### src/rtl/video_pkg.sv
// rtl/video_pkg.sv - shared video fetch/mode/render definitions
// Contents: fetch FSM state encoding, byte-lane and BSL bit indices,
//           and the byte-select helper used by the lane mux.
package video_pkg;

  typedef enum logic [1:0] {
    ST_IDLE   = 2'd0,
    ST_FILL   = 2'd1,
    ST_STREAM = 2'd2,
    ST_DRAIN  = 2'd3
  } fetch_state_e;

  localparam int NUM_LANES = 4;
  localparam int BSL_EVEN  = 0;  // fetch_bsl bit steering lanes 0 and 2
  localparam int BSL_ODD   = 1;  // fetch_bsl bit steering lanes 1 and 3

  // Select the high or low byte of a 16-bit DRAM word.
  function automatic logic [7:0] lane_byte(input logic hi, input logic [15:0] d);
    return hi ? d[15:8] : d[7:0];
  endfunction

endpackage

### src/rtl/video_fetch_lanes.sv
// rtl/video_fetch_lanes.sv - byte-lane mux, temp word and renderer transfer register
// Ports:
//   clk, rst_n   clock, asynchronous active-low reset
//   wr_en        DRAM read data valid (lane write enable)
//   sel[3:0]     per-lane write enables
//   bsl[1:0]     byte source select ([0] lanes 0/2, [1] lanes 1/3)
//   data[15:0]   DRAM read data
//   xfer         transfer temp word to fetch_data
//   fetch_data   word presented to the renderer
module video_fetch_lanes
  import video_pkg::*;
(
  input  logic        clk,
  input  logic        rst_n,
  input  logic        wr_en,
  input  logic [3:0]  sel,
  input  logic [1:0]  bsl,
  input  logic [15:0] data,
  input  logic        xfer,
  output logic [31:0] fetch_data
);

  logic [31:0] temp_q, temp_d;
  logic [31:0] fetch_data_q;

  // temp_d is the temp word with this cycle's lane write already merged,
  // so a coincident strobe and transfer forwards the new bytes directly.
  always_comb begin
    temp_d = temp_q;
    if (wr_en) begin
      for (int k = 0; k < NUM_LANES; k++) begin
        if (sel[k]) begin
          temp_d[8*k +: 8] = lane_byte(((k % 2) == 0) ? bsl[BSL_EVEN] : bsl[BSL_ODD], data);
        end
      end
    end
  end

  always_ff @(posedge clk or negedge rst_n) begin
    if (!rst_n) begin
      temp_q       <= '0;
      fetch_data_q <= '0;
    end else begin
      temp_q <= temp_d;
      if (xfer) begin
        fetch_data_q <= temp_d;
      end
    end
  end

  assign fetch_data = fetch_data_q;

endmodule

### src/rtl/video_fetch.sv
// rtl/video_fetch.sv - assembles 16-bit DRAM words into 32-bit renderer words
// Ports:
//   clk, rst_n               clock, asynchronous active-low reset
//   c3                       pixel-clock phase strobe
//   line_start_s, go         start of line pulse, fetch window level
//   fetch_stb                transfer strobe (coincides with c3)
//   fetch_sel, fetch_bsl     lane write enables and byte source select
//   video_next, video_strobe DRAM request accepted, DRAM data valid
//   dram_data                DRAM read data
//   video_req                DRAM cycle request
//   fetch_data               word presented to renderer
//   word_cnt                 words received this line (wrapping)
//   underrun                 sticky per line: transfer while data pending
module video_fetch
  import video_pkg::*;
#(
  parameter int MAX_OUTST = 3
) (
  input  logic        clk,
  input  logic        rst_n,
  input  logic        c3,
  input  logic        line_start_s,
  input  logic        go,
  input  logic        fetch_stb,
  input  logic [3:0]  fetch_sel,
  input  logic [1:0]  fetch_bsl,
  input  logic        video_next,
  input  logic        video_strobe,
  input  logic [15:0] dram_data,
  output logic        video_req,
  output logic [31:0] fetch_data,
  output logic [7:0]  word_cnt,
  output logic        underrun
);

  localparam logic [1:0] OUTST_MAX = 2'(MAX_OUTST);

  fetch_state_e state_q, state_d;
  logic [1:0]   outst_q, outst_d;
  logic [7:0]   word_cnt_q, word_cnt_d;
  logic         underrun_q, underrun_d;

  logic xfer, restart, clear_line, cap, underrun_set;

  // fetch_stb is defined to land on c3; qualifying keeps a stray strobe harmless.
  assign xfer       = fetch_stb & c3;
  assign restart    = line_start_s && (state_q != ST_IDLE);
  assign clear_line = restart || (line_start_s && go && (state_q == ST_IDLE));
  assign cap        = (outst_q == OUTST_MAX);

  video_fetch_lanes u_lanes (
    .clk        (clk),
    .rst_n      (rst_n),
    .wr_en      (video_strobe),
    .sel        (fetch_sel),
    .bsl        (fetch_bsl),
    .data       (dram_data),
    .xfer       (xfer),
    .fetch_data (fetch_data)
  );

  // Outstanding request counter: simultaneous accept and data cancel out.
  always_comb begin
    outst_d = outst_q;
    if (video_next && !video_strobe) begin
      if (!cap) outst_d = outst_q + 2'd1;
    end else if (video_strobe && !video_next) begin
      if (outst_q != 2'd0) outst_d = outst_q - 2'd1;
    end
    if (restart) outst_d = '0;
  end

  always_comb begin
    state_d   = state_q;
    video_req = 1'b0;
    case (state_q)
      ST_IDLE: begin
        if (line_start_s && go) state_d = ST_FILL;
      end
      ST_FILL: begin
        video_req = !cap;
        if (!go)               state_d = ST_DRAIN;
        else if (video_strobe) state_d = ST_STREAM;
      end
      ST_STREAM: begin
        video_req = !cap;
        if (!go) state_d = ST_DRAIN;
      end
      ST_DRAIN: begin
        if (outst_q == 2'd0) state_d = ST_IDLE;
      end
      default: state_d = ST_IDLE;
    endcase
    if (restart) state_d = go ? ST_FILL : ST_IDLE;
  end

  // Transfer is premature in FILL, or in STREAM when requests are still in flight
  // and this cycle's data has not arrived.
  assign underrun_set = xfer && ((state_q == ST_FILL) ||
                                 ((state_q == ST_STREAM) && (outst_q != 2'd0) && !video_strobe));

  always_comb begin
    word_cnt_d = word_cnt_q;
    underrun_d = underrun_q;
    if (clear_line) begin
      word_cnt_d = '0;
      underrun_d = 1'b0;
    end else begin
      if (video_strobe && (state_q != ST_IDLE)) word_cnt_d = word_cnt_q + 8'd1;
      if (underrun_set) underrun_d = 1'b1;
    end
  end

  always_ff @(posedge clk or negedge rst_n) begin
    if (!rst_n) begin
      state_q    <= ST_IDLE;
      outst_q    <= '0;
      word_cnt_q <= '0;
      underrun_q <= 1'b0;
    end else begin
      state_q    <= state_d;
      outst_q    <= outst_d;
      word_cnt_q <= word_cnt_d;
      underrun_q <= underrun_d;
    end
  end

  assign word_cnt = word_cnt_q;
  assign underrun = underrun_q;

endmodule
### config.mk
export PLATFORM = sky130hd
export DESIGN_NAME = video_fetch
export DESIGN_NICKNAME = d
export VERILOG_FILES = /design/src/rtl/video_pkg.sv /design/src/rtl/video_fetch_lanes.sv /design/src/rtl/video_fetch.sv
export SDC_FILE = /design/constraint.sdc
export NUM_CORES = 1
export LEC_CHECK = 0
export CAP_MARGIN = 20
export CORE_UTILIZATION = 23
export CTS_CLUSTER_DIAMETER = 100
export CTS_CLUSTER_SIZE = 10
export DETAILED_ROUTE_END_ITERATION = 8
export DONT_BUFFER_PORTS = 1
export RECOVER_POWER = 50
export SLEW_MARGIN = 30
export SYNTH_ARGS = -nofsm -noshare
export SYNTH_HDL_FRONTEND = slang
export SYNTH_HIERARCHICAL = 1
export SYNTH_SLANG_ARGS = --single-unit
### constraint.sdc
create_clock -name clk -period 2.5 [get_ports clk]
set_input_delay 0.125 -clock clk [delete_from_list [all_inputs] [get_ports clk]]
set_output_delay 0.125 -clock clk [all_outputs]
set_load 0.01 [all_outputs]
# [Word level (Yosys, flattened, before mapping)]
# Cells that the tools add are included.
[totals] ff_bits=77 out_inout_bits=42 wordCells=69
[op_classes] reduce_logical=25 add_sub_neg=3 eq_ne=9 mux=25 n_bitwise=1
[ops] op="$mux W8" n=8
[ops] op="$mux W32" n=1
[ops] op="$mux W2" n=11
[ops] op="$logic_and A1 B1 Y1" n=9
[ops] op="$ne A3 B3 Y1 const B" n=3
[ops] op="$add A8 B1 Y8 const B" n=1
[ops] op="$pmux W2 S4" n=1
[ops] op="$reduce_bool A2 Y1" n=4
[ops] op="$eq A2 B2 Y1 const B" n=3
[ops] op="$reduce_bool A3 Y1" n=2
[ops] op="$logic_not A2 Y1" n=2
[ops] op="$mux W1" n=4
[ops] op="$ne A4 B4 Y1 const B" n=1
[ops] op="$reduce_and A4 Y1" n=1
[ops] op="$logic_not A1 Y1" n=3
[ops] op="$ne A3 B2 Y1 const B" n=1
[ops] op="$reduce_and A3 Y1" n=1
[ops] op="$add A2 B1 Y2 const B" n=1
[ops] op="$eq A2 B1 Y1 const B" n=1
[ops] op="$logic_or A1 B1 Y1" n=2
[ops] op="$reduce_or A2 Y1" n=1
[ops] op="$sub A2 B1 Y2 const B" n=1
[ops] op="$and A1 B1 Y1" n=1

# [Longest topological paths before layout]
[depth] word_depth=7 depth_mapped=6 mapped_depth_nobuf=6

# [By module]
# Netlist, hierarchy kept.
[modules_own_cells] mod="video_fetch_lanes" cells_per_inst=297 area_per_inst_um2=2954.1 seq_area_each_um2=1601.5 n_inst=1
[modules_own_cells] mod="video_fetch" cells_per_inst=85 area_per_inst_um2=793.3 seq_area_each_um2=325.3 n_inst=1

# [Least setup slack after synthesis]
# Ideal clock, no wire load.
[synth_timing] kind="register to register" startpoint="register state_q[0]" endpoint="register word_cnt_q[3], in the netlist word_cnt[3]" stages_incl_launch_ff=6 t_required_ns=2.422 path_slack_ns=1.047 t_arrival_ns=1.375 synth_period_minus_slack_ns=1.453 path_buffers=0 path_cell_list="dfrtp_1 -> inv_1 -> ha_1 -> nand3b_4 -> or3_1 -> a21oi_1"
[synth_via] elab_chain_len=4 elab_cells_between_ends=8 cone_classes="mux: 1; reduce/logical: 7"
[synth_lines] element="from (decl)" line_no="video_fetch.sv:38" text="fetch_state_e state_q, state_d;"
[synth_lines] element="from (signal assigned)" line_no="video_fetch.sv:121" text="state_q <= state_d;"
[synth_lines] element="$reduce_bool A2 Y1 / $logic_not A2 Y1 (equally long branches)" line_no="video_fetch.sv:47, video_fetch.sv:109, video_fetch.sv:48"
[synth_lines] element="$logic_and A1 B1 Y1, on equally long branches" line_no="video_fetch.sv:47, video_fetch.sv:48"
[synth_lines] element="$logic_or A1 B1 Y1" line_no="video_fetch.sv:48" text="assign clear_line = restart || (line_start_s && go && (state_q == ST_IDLE));"
[synth_lines] element="$mux W8 / $reduce_bool A2 Y1 (equally long branches)"
[synth_lines] element="to (signal assigned)" line_no="video_fetch.sv:123" text="word_cnt_q <= word_cnt_d;"
[synth_lines] element="to (decl)" line_no="video_fetch.sv:40" text="logic [7:0] word_cnt_q, word_cnt_d;"
# Parallel ways exist; a longest one is shown, timed or not.
# A chain may end at the register's enable or synchronous reset.

# [Worst setup path in the final report]
[layout_timing] startpoint="register state_q[0]" endpoint="output video_req"
[layout_via] elab_chain_len=3 elab_cells_between_ends=4 cone_classes="eq/ne: 2; mux: 1; reduce/logical: 1"
[layout_lines] element="$eq A2 B1 Y1 / $eq A2 B2 Y1 (equally long branches)" line_no="video_fetch.sv:76" text="case (state_q)"
[layout_lines] element="$reduce_or A2 Y1 (no line) (*)"
[layout_lines] element="$mux W1 (*)"
[layout_lines] element="to (decl)" line_no="video_fetch.sv:30" text="output logic video_req,"
# Mark *: on every way between the ends. The rest lies on a longest branch, timed or not.

==> implementation parameters <==
Parameter                              Value

Run status
  Status    complete, no violations

Worst setup path
  Kind of critical path    reg -> out
  Beginning of the critical path    state_q[0]
  Crit-path cells    inv_1, ha_1, a21boi_0
  Worst path max stage delay    0.42 ns
  Critical Path AT    1.59 ns
  Data required time at the worst endpoint    2.38 ns
  CP Capture Type    primary output
  CP Max Fanout    5
  Critical Path Source Type    flip-flop
  Startpoint of the most critical register-to-register path    state_q[0]
  Slowest stage cell on the critical path    sky130_fd_sc_hd__dfrtp_1

Synth
  Synthesized netlist net count    417
  Synthesized area per cell    9.81 um^2
  Register bit total from synthesis    77
  Gate Count Post-Synth    382
  Flip-flop cell with the highest count after synthesis    sky130_fd_sc_hd__dfrtp_1
  Sequential area share after synthesis    0.514
  Number of enable-type register cells in the synthesized netlist    0
  Post-Syn Area    0.00375 mm^2
  Distinct cells, synth    38
  Proportion of synthesized flip-flops having asynchronous set or reset    1.00
  Warnings, synthesis    6

Global routing
  Wire length of the first global-routing pass    14.1 mm
  GRT Util Overall    0.114
  Number of antenna violations at the first check in global routing    2
  Largest net degree at the start of global routing    78
  Remaining global-route overflow    0
  Vias in the first global route    2530

Die
  Initial standard-cell utilization of the core    0.236
  Boundary Pins    72
  Number of cell rows    46
  CORE AREA    0.0159 mm^2
  Die extent in y    130 um
  DIE AREA    0.0168 mm^2
  X dimension of the die    130 um

Route
  Drt first pass iters    4
  Vias per std cell    4.24
  Detailed-routed wire length on met3    1.00 mm
  Initial DRC Count    182
  Routed wire length on met2    4.14 mm
  Remaining antenna violation count    0
  DRC    0
  Routed wire length    9.08 mm
  Top Layer Used    met4
  Via Count    2559
  Average wire per cell in the routed design    15.1 um
  Wire length on met1    3.77 mm

Clock tree
  Post-CTS sizing    0
  Clock Root Buffer    sky130_fd_sc_hd__clkbuf_16
  Worst-Skew Late Latency    0.33 ns
  Number of buffers inserted by post-CTS setup repair    0
  Post-CTS Hold Buffers    3
  Maximum count of clock buffers along a single path    2
  CTS tree    built
  CTS Sinks    77
  H-tree levels    3
  Clock transition at the registers of the reported paths    0.06 ns
  Total CTS buffers    9

Pwr
  Sw Share    0.304
  Switching power of the nets    1.11 mW
  VDD IR-drop max    382 uV
  Power Dens Cells    862 mW/mm^2
  Flop pwr share    0.458
  Logic pwr share    0.180
  Internal power    2.55 mW
  Static leakage    1.84 nW
  Clock network fraction of design power    0.362

Placed design
  Final RePlAce weighted congestion    0.750
  Dpl ws    0.868 ns
  Detailed placement HPWL    6.64 mm
  Number of I/O port buffers    0

Timing
  RSZ-0062 raised after global routing    false
  Final count of hold timing violations    0
  Tightest hold margin    0.0330 ns
  Transition at the pin with the smallest max-transition slack    0.674 ns
  Setup skew after layout    0.00915 ns
  Worst setup slack after layout    0.782 ns
  Post-Route Setup TNS    0 ns
  Relative slew slack    0.550
  Period Utilization, post-route    0.687
  Post-layout minimum cycle time    1.72 ns
  Highest achievable clock rate    582 MHz
  Slew Limit Fails    0
  Final setup violation count    0

Hold path
  Hold/Removal Path Class    in -> reg
  Startpoint of the worst hold path    video_strobe

Layout
  Fraction of layout cells with a size suffix above 1    0.148
  Final nets    415
  Area growth syn-to-layout    13.2%
  Leading cell type in the layout, fill and taps excluded    sky130_fd_sc_hd__nor2_1
  Number of inserted filler cells in the final layout    1689
  Commonest non-fill, non-tap cells in the layout    sky130_fd_sc_hd__nor2_1 (100), sky130_fd_sc_hd__dfrtp_1 (77), sky130_fd_sc_hd__inv_1 (36)

Run
  Reported max-cap violation count    0
==> synthesized netlist by cell type (2+ instances only) <==
cell type | instances | area, um^2
sky130_fd_sc_hd__clkbuf_1 | 3 | 11.3
sky130_fd_sc_hd__mux2_4 | 16 | 240
sky130_fd_sc_hd__buf_6 | 8 | 90.1
sky130_fd_sc_hd__nor2_1 | 100 | 375
sky130_fd_sc_hd__buf_2 | 3 | 15.0
sky130_fd_sc_hd__o21ai_2 | 4 | 35.0
sky130_fd_sc_hd__o21ai_1 | 4 | 20.0
sky130_fd_sc_hd__ha_1 | 5 | 62.6
sky130_fd_sc_hd__nor3_1 | 3 | 15.0
sky130_fd_sc_hd__mux2i_1 | 2 | 20.0
sky130_fd_sc_hd__o22ai_1 | 24 | 150
sky130_fd_sc_hd__a21oi_1 | 4 | 20.0
sky130_fd_sc_hd__inv_1 | 36 | 135
sky130_fd_sc_hd__dfrtp_1 | 77 | 1930
sky130_fd_sc_hd__o21ai_0 | 30 | 150
sky130_fd_sc_hd__nor2_2 | 9 | 56.3
sky130_fd_sc_hd__xor2_1 | 3 | 26.3
sky130_fd_sc_hd__o22ai_2 | 9 | 113
sky130_fd_sc_hd__nor2b_1 | 3 | 18.8
sky130_fd_sc_hd__and2_1 | 7 | 43.8
sky130_fd_sc_hd__nand4_1 | 3 | 18.8
sky130_fd_sc_hd__o21a_1 | 2 | 15.0
sky130_fd_sc_hd__nand2_1 | 10 | 37.5
sky130_fd_sc_hd__xnor2_1 | 3 | 26.3
==> critical path: cells and delay by family (launching register included) <==
kind	cells	cell delay, ns
buf+inv	1	0.11
fa+ha+maj	1	0.32
flops	1	0.42
compound gates	1	0.42
==> logic make-up (layout without fill, tap and decap cells) <==
| group | after synthesis | count (layout) | synth area share |
|---|---|---|---|
| XOR/XNOR | 6 | 6 | 0.0140 |
| AND/OR/NAND/NOR | 141 | 141 | 0.166 |
| flip-flops | 77 | 77 | 0.514 |
| adder cells (fa/ha/maj) | 5 | 5 | 0.0167 |
| AO/OA/AOI/OAI | 82 | 82 | 0.145 |
| other | 0 | 2 | 0 |
| multiplexers | 18 | 18 | 0.0694 |
| buffers and inverters | 53 | 56 | 0.0745 |
==> layout make-up <==
cell class / count / area (um^2) / share of cell area
Inverter: 36 / 135 / 0.0319
Timing Repair Buffer: 4 / 67.6 / 0.0159
Clock buffer: 11 / 243 / 0.0572
Clock inverter: 5 / 58.8 / 0.0139
Tap cell: 216 / 270 / 0.0637
Antenna cell: 2 / 5.00 / 0.00118
Multi-Input combinational cell: 252 / 1540 / 0.362
Sequential cell: 77 / 1930 / 0.454
==> power groups by stage <==
stage	sequential [mW]	combinational [mW]	clock (mW)
floorplan	1.64	0.536	0
global placement	1.69	0.597	0
detailed placement	1.71	0.634	0
CTS	1.68	0.670	1.38
global route	1.71	0.751	1.43
finish	1.67	0.658	1.33
==> metal layers <==
metal  vias up  track usage
met2        59        0.172
met1      1229        0.137
met3         8       0.0520
met4         0       0.0540
li1       1263            -
met5         -            0
==> per-stage QoR <==
step	instance area, um^2	utilization	total power [mW]	std cells
floorplan	3750	-	2.18	382
global route	4240	0.267	3.89	602
finish	4240	0.267	3.66	603
detailed placement	3890	0.245	2.34	582
global placement	3890	0.245	2.29	582
CTS	4240	0.267	3.73	601
==> path summary, 6_finish.rpt <==
check,endpoint,slack [ns],depth (start not counted)
max,video_req,0.78,3
min,outst_q[0],0.03,3
max reg2reg,state_q[1],0.84,5
min reg2reg,u_lanes/temp_q[10],0.49,2
max in group asynchronous,u_lanes/fetch_data[27],1.77,2
min in group asynchronous,outst_q[0],0.40,2
==> state kept, by name, summed over array words and instances (netlist names) <==
signal	flops
u_lanes/fetch_data	32
word_cnt	8
outst_q	2
u_lanes/temp_q	32
underrun	1
state_q	2
No activity file was read; power rests on OpenSTA's default activity.
